==> config.mk <==
export PLATFORM = sky130hd
export DESIGN_NAME = ibex_ipm_issue
export DESIGN_NICKNAME = d
export VERILOG_FILES = /design/src/rtl/ibex_ipm_issue.sv
export SDC_FILE = /design/constraint.sdc
export NUM_CORES = 1
export LEC_CHECK = 0
export CORE_ASPECT_RATIO = 2
export CORE_UTILIZATION = 44
export DETAILED_ROUTE_END_ITERATION = 10
export GPL_TIMING_DRIVEN = 0
export HOLD_SLACK_MARGIN = 0.1
export MAX_ROUTING_LAYER = met4
export PLACE_DENSITY = 0.8
export SLEW_MARGIN = 40
export SYNTH_ARGS = -nofsm -noshare
export SYNTH_HDL_FRONTEND = slang
export SYNTH_SLANG_ARGS = --single-unit
==> constraint.sdc <==
create_clock -name clk_i -period 1.89 [get_ports clk_i]
set_input_delay 0.378 -clock clk_i [delete_from_list [all_inputs] [get_ports clk_i]]
set_output_delay 0.378 -clock clk_i [all_outputs]
set_load 0.005 [all_outputs]
==> src/rtl/ibex_ipm_issue.sv <==
// ibex_ipm_issue: ID-side initiator for the EX-stage IPM unit.
// Captures a decoded IPM instruction, drives the IPM unit while stalling ID,
// then writes the result back through a valid/ready register-file port.
// Also handles controller flushes, a hang timeout and a retired-op counter.

package ibex_ipm_pkg;

  typedef enum logic [1:0] {
    IPM_OP_MUL = 2'd0,
    IPM_OP_MAC = 2'd1,
    IPM_OP_SQR = 2'd2,
    IPM_OP_INV = 2'd3
  } ipm_op_e;

endpackage

module ibex_ipm_issue
  import ibex_ipm_pkg::*;
#(
  parameter int unsigned TimeoutCycles = 64
) (
  input  logic        clk_i,
  input  logic        rst_ni,
  input  logic        instr_valid_i,
  input  logic        ipm_instr_i,
  input  ipm_op_e     ipm_operator_i,
  input  logic [31:0] rs1_data_i,
  input  logic [31:0] rs2_data_i,
  input  logic [4:0]  rd_addr_i,
  input  logic        flush_i,
  output logic        stall_id_o,
  output logic        instr_done_o,
  output logic        ipm_timeout_o,
  output ipm_op_e     ipm_operator_o,
  output logic [31:0] ipm_operand_a_o,
  output logic [31:0] ipm_operand_b_o,
  output logic        ipm_en_o,
  output logic        ipm_sel_o,
  output logic        ipm_ready_id_o,
  input  logic [31:0] ipm_result_i,
  input  logic        ipm_valid_i,
  output logic        rf_we_o,
  output logic [4:0]  rf_waddr_o,
  output logic [31:0] rf_wdata_o,
  input  logic        rf_ready_i,
  output logic [31:0] ipm_retired_o
);

  localparam int unsigned TimerW = $clog2(TimeoutCycles + 1);
  // Timer value seen in the last BUSY cycle that may still receive a result.
  localparam logic [TimerW-1:0] TimerLast = TimerW'(TimeoutCycles - 1);

  localparam logic [1:0] ST_IDLE = 2'd0;
  localparam logic [1:0] ST_BUSY = 2'd1;
  localparam logic [1:0] ST_WB   = 2'd2;

  logic [1:0]        state_r;
  logic [1:0]        state_nxt_s;
  ipm_op_e           op_r;
  logic [31:0]       opa_r;
  logic [31:0]       opb_r;
  logic [4:0]        rd_r;
  logic [31:0]       result_r;
  logic [TimerW-1:0] timer_r;
  logic [31:0]       retired_r;

  logic capture_s;
  logic accept_s;
  logic timeout_s;
  logic done_s;
  logic rd_zero_s;

  assign rd_zero_s = (rd_r == 5'd0);

  // Next-state logic and the single-cycle event strobes of the sequencer.
  always_comb begin
    state_nxt_s = state_r;
    capture_s   = 1'b0;
    accept_s    = 1'b0;
    timeout_s   = 1'b0;
    done_s      = 1'b0;
    case (state_r)
      ST_IDLE: begin
        if (instr_valid_i && ipm_instr_i && !flush_i) begin
          capture_s   = 1'b1;
          state_nxt_s = ST_BUSY;
        end else begin
          state_nxt_s = ST_IDLE;
        end
      end
      ST_BUSY: begin
        // A flush wins over a simultaneous result, which wins over the timeout.
        if (flush_i) begin
          state_nxt_s = ST_IDLE;
        end else if (ipm_valid_i) begin
          accept_s    = 1'b1;
          state_nxt_s = ST_WB;
        end else if (timer_r == TimerLast) begin
          timeout_s   = 1'b1;
          state_nxt_s = ST_IDLE;
        end else begin
          state_nxt_s = ST_BUSY;
        end
      end
      ST_WB: begin
        // The op has completed, so a flush no longer matters here; a write to
        // x0 is dropped and retires after exactly one cycle.
        if (rd_zero_s || rf_ready_i) begin
          done_s      = 1'b1;
          state_nxt_s = ST_IDLE;
        end else begin
          state_nxt_s = ST_WB;
        end
      end
      default: begin
        state_nxt_s = ST_IDLE;
      end
    endcase
  end

  // State register.
  always_ff @(posedge clk_i or negedge rst_ni) begin
    if (!rst_ni) begin
      state_r <= ST_IDLE;
    end else begin
      state_r <= state_nxt_s;
    end
  end

  // Operand/operator/destination capture, held stable for the whole op.
  always_ff @(posedge clk_i or negedge rst_ni) begin
    if (!rst_ni) begin
      op_r  <= IPM_OP_MUL;
      opa_r <= 32'd0;
      opb_r <= 32'd0;
      rd_r  <= 5'd0;
    end else if (capture_s) begin
      op_r  <= ipm_operator_i;
      opa_r <= rs1_data_i;
      opb_r <= rs2_data_i;
      rd_r  <= rd_addr_i;
    end else begin
      op_r  <= op_r;
      opa_r <= opa_r;
      opb_r <= opb_r;
      rd_r  <= rd_r;
    end
  end

  // Result latch, loaded on the EX handshake and held through write-back.
  always_ff @(posedge clk_i or negedge rst_ni) begin
    if (!rst_ni) begin
      result_r <= 32'd0;
    end else if (accept_s) begin
      result_r <= ipm_result_i;
    end else begin
      result_r <= result_r;
    end
  end

  // Hang timer: cleared on capture, counts BUSY cycles.
  always_ff @(posedge clk_i or negedge rst_ni) begin
    if (!rst_ni) begin
      timer_r <= '0;
    end else if (capture_s) begin
      timer_r <= '0;
    end else if (state_r == ST_BUSY) begin
      timer_r <= timer_r + {{(TimerW-1){1'b0}}, 1'b1};
    end else begin
      timer_r <= timer_r;
    end
  end

  // Retired-op counter, free-running wrap at 2^32.
  always_ff @(posedge clk_i or negedge rst_ni) begin
    if (!rst_ni) begin
      retired_r <= 32'd0;
    end else if (done_s) begin
      retired_r <= retired_r + 32'd1;
    end else begin
      retired_r <= retired_r;
    end
  end

  // Output decode: everything is a function of the state registers, except the
  // capture-cycle stall and the BUSY/WB handshake strobes.
  always_comb begin
    stall_id_o      = 1'b0;
    instr_done_o    = 1'b0;
    ipm_timeout_o   = 1'b0;
    ipm_operator_o  = IPM_OP_MUL;
    ipm_operand_a_o = 32'd0;
    ipm_operand_b_o = 32'd0;
    ipm_en_o        = 1'b0;
    ipm_sel_o       = 1'b0;
    ipm_ready_id_o  = 1'b0;
    rf_we_o         = 1'b0;
    rf_waddr_o      = 5'd0;
    rf_wdata_o      = 32'd0;
    case (state_r)
      ST_IDLE: begin
        stall_id_o = capture_s;
      end
      ST_BUSY: begin
        stall_id_o      = 1'b1;
        ipm_en_o        = 1'b1;
        ipm_sel_o       = 1'b1;
        ipm_operator_o  = op_r;
        ipm_operand_a_o = opa_r;
        ipm_operand_b_o = opb_r;
        ipm_ready_id_o  = accept_s;
        ipm_timeout_o   = timeout_s;
      end
      ST_WB: begin
        stall_id_o      = 1'b1;
        ipm_sel_o       = 1'b1;
        ipm_operator_o  = op_r;
        ipm_operand_a_o = opa_r;
        ipm_operand_b_o = opb_r;
        rf_we_o         = !rd_zero_s;
        rf_waddr_o      = rd_r;
        rf_wdata_o      = result_r;
        instr_done_o    = done_s;
      end
      default: begin
        stall_id_o = 1'b0;
      end
    endcase
  end

  assign ipm_retired_o = retired_r;

endmodule
Word level (Yosys, flattened, before mapping)
Cells that the tools add are included.
Cells by class
  add/subtract/negate cells: 2
  multiply operators: 0
  divide/modulo/power cells: 0
  $lt $le $gt $ge: 0
  equal/unequal tests: 3
  shift-type cells: 0
  muxes and demuxes: 30
  bitwise operators: 0
  reduce and logical (&&, ||, !) cells: 9
Operators with widths (count)
  $mux 32: 3
  $add 32x1->32 const B: 1
  $mux 1: 18
  $mux 7: 2
  $mux 2: 4
  $add 7x1->7 const B: 1
  $eq 7x6->1 const B: 1
  $pmux 2 s3: 1
  $logic_not 5->1: 1
  $mux 5: 1
  $eq 2x1->1 const B: 1
  $eq 2x2->1 const B: 1
  $logic_and 1x1->1: 2
  $logic_not 1->1: 2
  $logic_not 2->1: 1
  $pmux 1 s2: 1
  $reduce_bool 2->1: 1
  $reduce_or 2->1: 1
  $logic_or 1x1->1: 1
Storage, ports and cells
  flip-flop bits (word level): 144
  bits in latches: 0
  memory bits (writable): 0
  bits in read-only memories: 0
  bits of input ports: 110
  output and inout port bits: 142
  logic and storage cells: 52
  memories: 0

Longest topological paths before layout
  word-level depth: 5
  depth in mapped cells: 8
  mapped depth without buffers: 7

Worst setup path before layout
OpenSTA, ideal clock, no wires.
  path type: register to output
  start point: register state_r[0]
  end point: output port stall_id_o
  arrival time: 1440 ps
  data required time: 1512 ps
  path slack: 72 ps
  cell stages (with the launch flop): 8
  buffers on the path: 2
  cells stage by stage: dfrtp_1 inv_1 ha_1 and4b_1 clkbuf_1 clkbuf_1 nor2_1 nor2_1
On the way
  longest elaborated chain between the ends: 3
  elaborated cells on any way between the ends: 6
  classes of those cells: eq/ne (2); mux (2); reduce/logical (2)
RTL lines
  from (decl): RTL line 57  | logic [1:0] state_r;
  from (signal assigned): RTL line 126  | state_r <= state_nxt_s;
  $eq 2x1->1, or another cell as far along: RTL line 200  | case (state_r)
  $reduce_or 2->1 (no source line) or $mux 1 (tied branches)
  $pmux 1 s2 *: RTL line 200
  to (decl): RTL line 31  | output logic stall_id_o,
Mark *: on every way between the ends. The rest lies on a longest branch, timed or not.

Worst setup path after layout
  start point: register state_r[1]
  end point: output port ipm_operand_a_o[2]
On the way
  longest elaborated chain between the ends: 3
  elaborated cells on any way between the ends: 4
  classes of those cells: eq/ne (2); mux (1); reduce/logical (1)
RTL lines
  $eq 2x1->1 or $eq 2x2->1 (tied branches): RTL line 200
  $reduce_or 2->1 (no source line) *
  $mux 32 *: RTL line 200
  to (decl): RTL line 35  | output logic [31:0] ipm_operand_a_o,
Marks and branches as above.

==> run summary <==
After synthesis the netlist holds a flip-flop and latch count of 144. Path type of the worst setup path: reg2out. Among the stages of the critical path, the cell type that occurs most often is buf_8. The peak fanout along the critical path is 5, and the via count normalized by instance count is 4.906. The critical path goes through inv_2, ha_4, buf_8, clkbuf_16, buf_8, buf_8, and2_4, buf_6. Clock tree synthesis found a total of 144 sinks.

The root buffer cell chosen for the clock tree is clkbuf_16. The number of failing hold endpoints at the final stage was 0. In this run, the number of DRC markers left after iteration 0 of detailed routing was 215.

Weighted congestion reported at the end of routability-driven placement: 0.8365. The tools report the max-capacitance violation count as 0. For the final routed database, the setup TNS stands at -31540 ps. Global routing used 29.04% of the available tracks across all layers.

Measured on the finished design, the core utilization comes to 73.81%. The share of layout cells above drive strength 1 was 30.70%. The maximum clock insertion buffer count was 2. The tools report the instance count of the mapped netlist as 733.

For the pin with the worst max-slew slack, the measured transition is 520.2 ps. The tools report the sort of element at the end of the critical path as an output port. The slowest stage of the critical path is the dfrtp_1 cell.

The final reports fail on negative setup slack. The average wire per standard cell is 17.85 um, and the number of remaining DRC errors is 0. The floorplan step set the die width to 88.88 um. The floorplan step defined a die boundary enclosing 0.01562 mm^2.

The delay of the slowest cell on the worst path was 410 ps. 0 antenna diodes ended up in the layout. The synthesized design contains 0 enable-type register cells. The Yosys step of the flow raised 0 warnings.

CTS clock-pin slew for the worst setup and hold paths: 60 ps. The number of global-route vias before repair came out at 6307. In the synthesized netlist the dominant register cell turns out to be dfrtp_1. After filler insertion, the fill cell instance count of the layout stands at 1073.

The run gives 252 as the I/O pin count. The total half-perimeter wirelength after legalization and detailed placement came out at 14360 um. Wires add up to 22670 um. The maximum number of pins on one net before global-route repair came out at 71. The kind of start point of the critical path was a flop. Start of the worst register-to-register path: state_r[0]$_DFF_PN0_. In this run the tightest slew margin relative to its limit is 65.32%. Sequential cell area fraction in the yosys report: 54.26%. The clock latency on the worst-skew pair is 420 ps. The run gives 0 as the total count of max-transition violations in the final report. The number of clock buffers added by TritonCTS is 17. In this run the remaining antenna-violating nets after routing total 0.

In this run the mean area of a mapped cell was 9.061 um^2. The net count of the mapped netlist is 849, and the number of nets in the final layout is 1178. For this design the static power due to leakage is 0.005616 uW. Setup slack after layout: -430.9 ps.

The level count of the clock H-tree came out at 4. The count of buffers added on input and output ports is 251. The initialized floorplan defines 63 standard-cell rows.

The worst path needs 2321 ps of the cycle, external delays included. The power density over cell area came out at 858.2 mW/mm^2. The first detailed-routing pass took 4 iterations. For the first-pass GRT wire length, the log shows 32190 um. The path type of the worst min-delay path was in2async. The layout overhead on the synthesized area is 64.69%, and the area of the placeable core is 0.01482 mm^2. The number of failing setup endpoints in the final timing report was 123. The vertical extent of the die works out to 175.7 um. Once the floorplan was initialized, standard cells occupied 44.82% of the core. The run finished, with violations left.

TritonCTS built the clock tree. For the final database, setup skew stands at 11.76 ps. The initial antenna violation count is 0, and the fraction of registers with async set or reset after synthesis is 100.0%. The number of library cell types mapped by synthesis is 42. Setup repair after global routing could not meet its margin everywhere. The peak clock frequency supported by timing came out at 430.9 MHz. The number of non-filler instances in the completed layout is 1270. The tools report the worst setup path startpoint as state_r[1]$_DFF_PN0_. The final critical path takes up 122.8% of the cycle. The total overflow reported by the global router is 0. The largest vdd supply drop is 0.6556 mV, and the data required time at the worst endpoint is 1510 ps. Data on the critical path arrives at its endpoint at 1940 ps. The number of placed instances, taps included, is 1181. The run gives 6231 as the via count. In this run the cell area of the synthesized design comes to 0.006641 mm^2.
layout by cell type (no fill, tap or decap), drive strengths merged, types with 11 or more instances in the layout:
cell,count
nand3,15
nand2,320
buf,154
clkbuf,74
and2,108
xor2,14
xnor2,21
nand4,11
clkdlybuf4s50,140
dfrtp,144
nor2,18
cell usage after synthesis, types with 2 or more instances:
| cell type | number | area [um^2] |
|---|---|---|
| nand2_1 | 320 | 1201 |
| dfrtp_1 | 144 | 3603 |
| and2_1 | 103 | 644.4 |
| clkbuf_1 | 33 | 123.9 |
| xnor2_1 | 20 | 175.2 |
| nor2_1 | 18 | 67.56 |
| xor2_1 | 14 | 122.6 |
| nand3_1 | 9 | 45.04 |
| nand4_1 | 7 | 43.79 |
| ha_1 | 6 | 75.07 |
| inv_1 | 6 | 22.52 |
| nand3_2 | 5 | 50.05 |
| a21oi_1 | 4 | 20.02 |
| and3_1 | 4 | 25.02 |
| nor3_2 | 4 | 40.04 |
| and2_2 | 3 | 22.52 |
| nand4_4 | 3 | 63.81 |
| and3_2 | 2 | 15.01 |
| nor3b_2 | 2 | 25.02 |
| nor4_4 | 2 | 42.54 |
| o21ai_0 | 2 | 10.01 |
| or3_1 | 2 | 12.51 |
state kept, by name, summed over array words and instances (netlist names):
register       flops
ipm_retired_o     32
opa_r             32
opb_r             32
result_r          32
timer_r            7
rd_r               5
op_r               2
state_r            2
stage by stage:
step | total power (uW) | setup slack (ps) | hold WS, ps | area, um^2
floorplan | 4603 | 72.10 | 82.41 | 6641
global placement | 5385 | -5517 | 448.9 | 9398
detailed placement | 5469 | -1185 | 260.7 | 9458
CTS | 9229 | -429.2 | 412.0 | 10590
global route | 9812 | -491.5 | 460.2 | 10940
finish | 9387 | -430.9 | 430.7 | 10940
power by group:
group          internal, uW  switching, uW
clock network          2210           1300
logic                  1050            808
registers              3650            364
critical path, delay by kind of cell (launching register included):
kind	cells	cell delay, ps
adder cells (fa/ha/maj)	1	230
flip-flops	1	410
AND/OR/NAND/NOR	1	130
buffers and inverters	6	750
what timing repair did:
item                       CTS  global route
setup endpoints to repair  220           195
cloned                       8             3
hold buffers                 1             0
hold endpoints to repair    33             0
pin swaps                    5             7
resized for setup          488           184
setup buffers               27            20
worst paths after layout:
check | endpoint | slack, ps | cells past startpoint
worst max-delay path | ipm_operand_a_o[2] | -430 | 8
worst min-delay path | ipm_retired_o[30]$_DFFE_PN0P_ | 430 | 2
worst max register to register | ipm_retired_o[7]$_DFFE_PN0P_ | -140 | 10
worst min register to register | opb_r[18]$_DFFE_PN0N_ | 460 | 2
max in group asynchronous | ipm_retired_o[2]$_DFFE_PN0P_ | 520 | 4
min in group clk_i | opb_r[18]$_DFFE_PN0N_ | 460 | 2
logic make-up after synthesis:
family                   count (synthesis)  synth area share (%)
adder cells (fa/ha/maj)                  6                 1.130
multiplexers                             2                0.3203
XOR/XNOR                                35                 4.729
AND/OR/NAND/NOR                        495                 36.13
buffers and inverters                   43                 2.732
flip-flops                             144                 54.26
AO/OA/AOI/OAI                            8                0.6971
layer usage:
layer  GRT usage (%)  up-vias  wire, um
met4           13.98        0      1153
li1                -     2920         -
met3           6.297       70      1268
met1           26.87     2986      7635
met2           53.97      255     12610
met5               -        -         0
area by class of cell:
| cell class | count | area (um^2) | area share [%] |
|---|---|---|---|
| tap | 195 | 244.0 | 2.231 |
| multi-input combinational | 546 | 3120 | 28.53 |
| clock inverter | 9 | 130.1 | 1.190 |
| sequential | 144 | 3607 | 32.98 |
| timing repair buffer | 311 | 2953 | 27.00 |
| buffer | 35 | 367.9 | 3.363 |
| clock buffer | 23 | 488.0 | 4.461 |
| inverter | 7 | 27.53 | 0.2517 |
(Power assumes the default switching activity.)
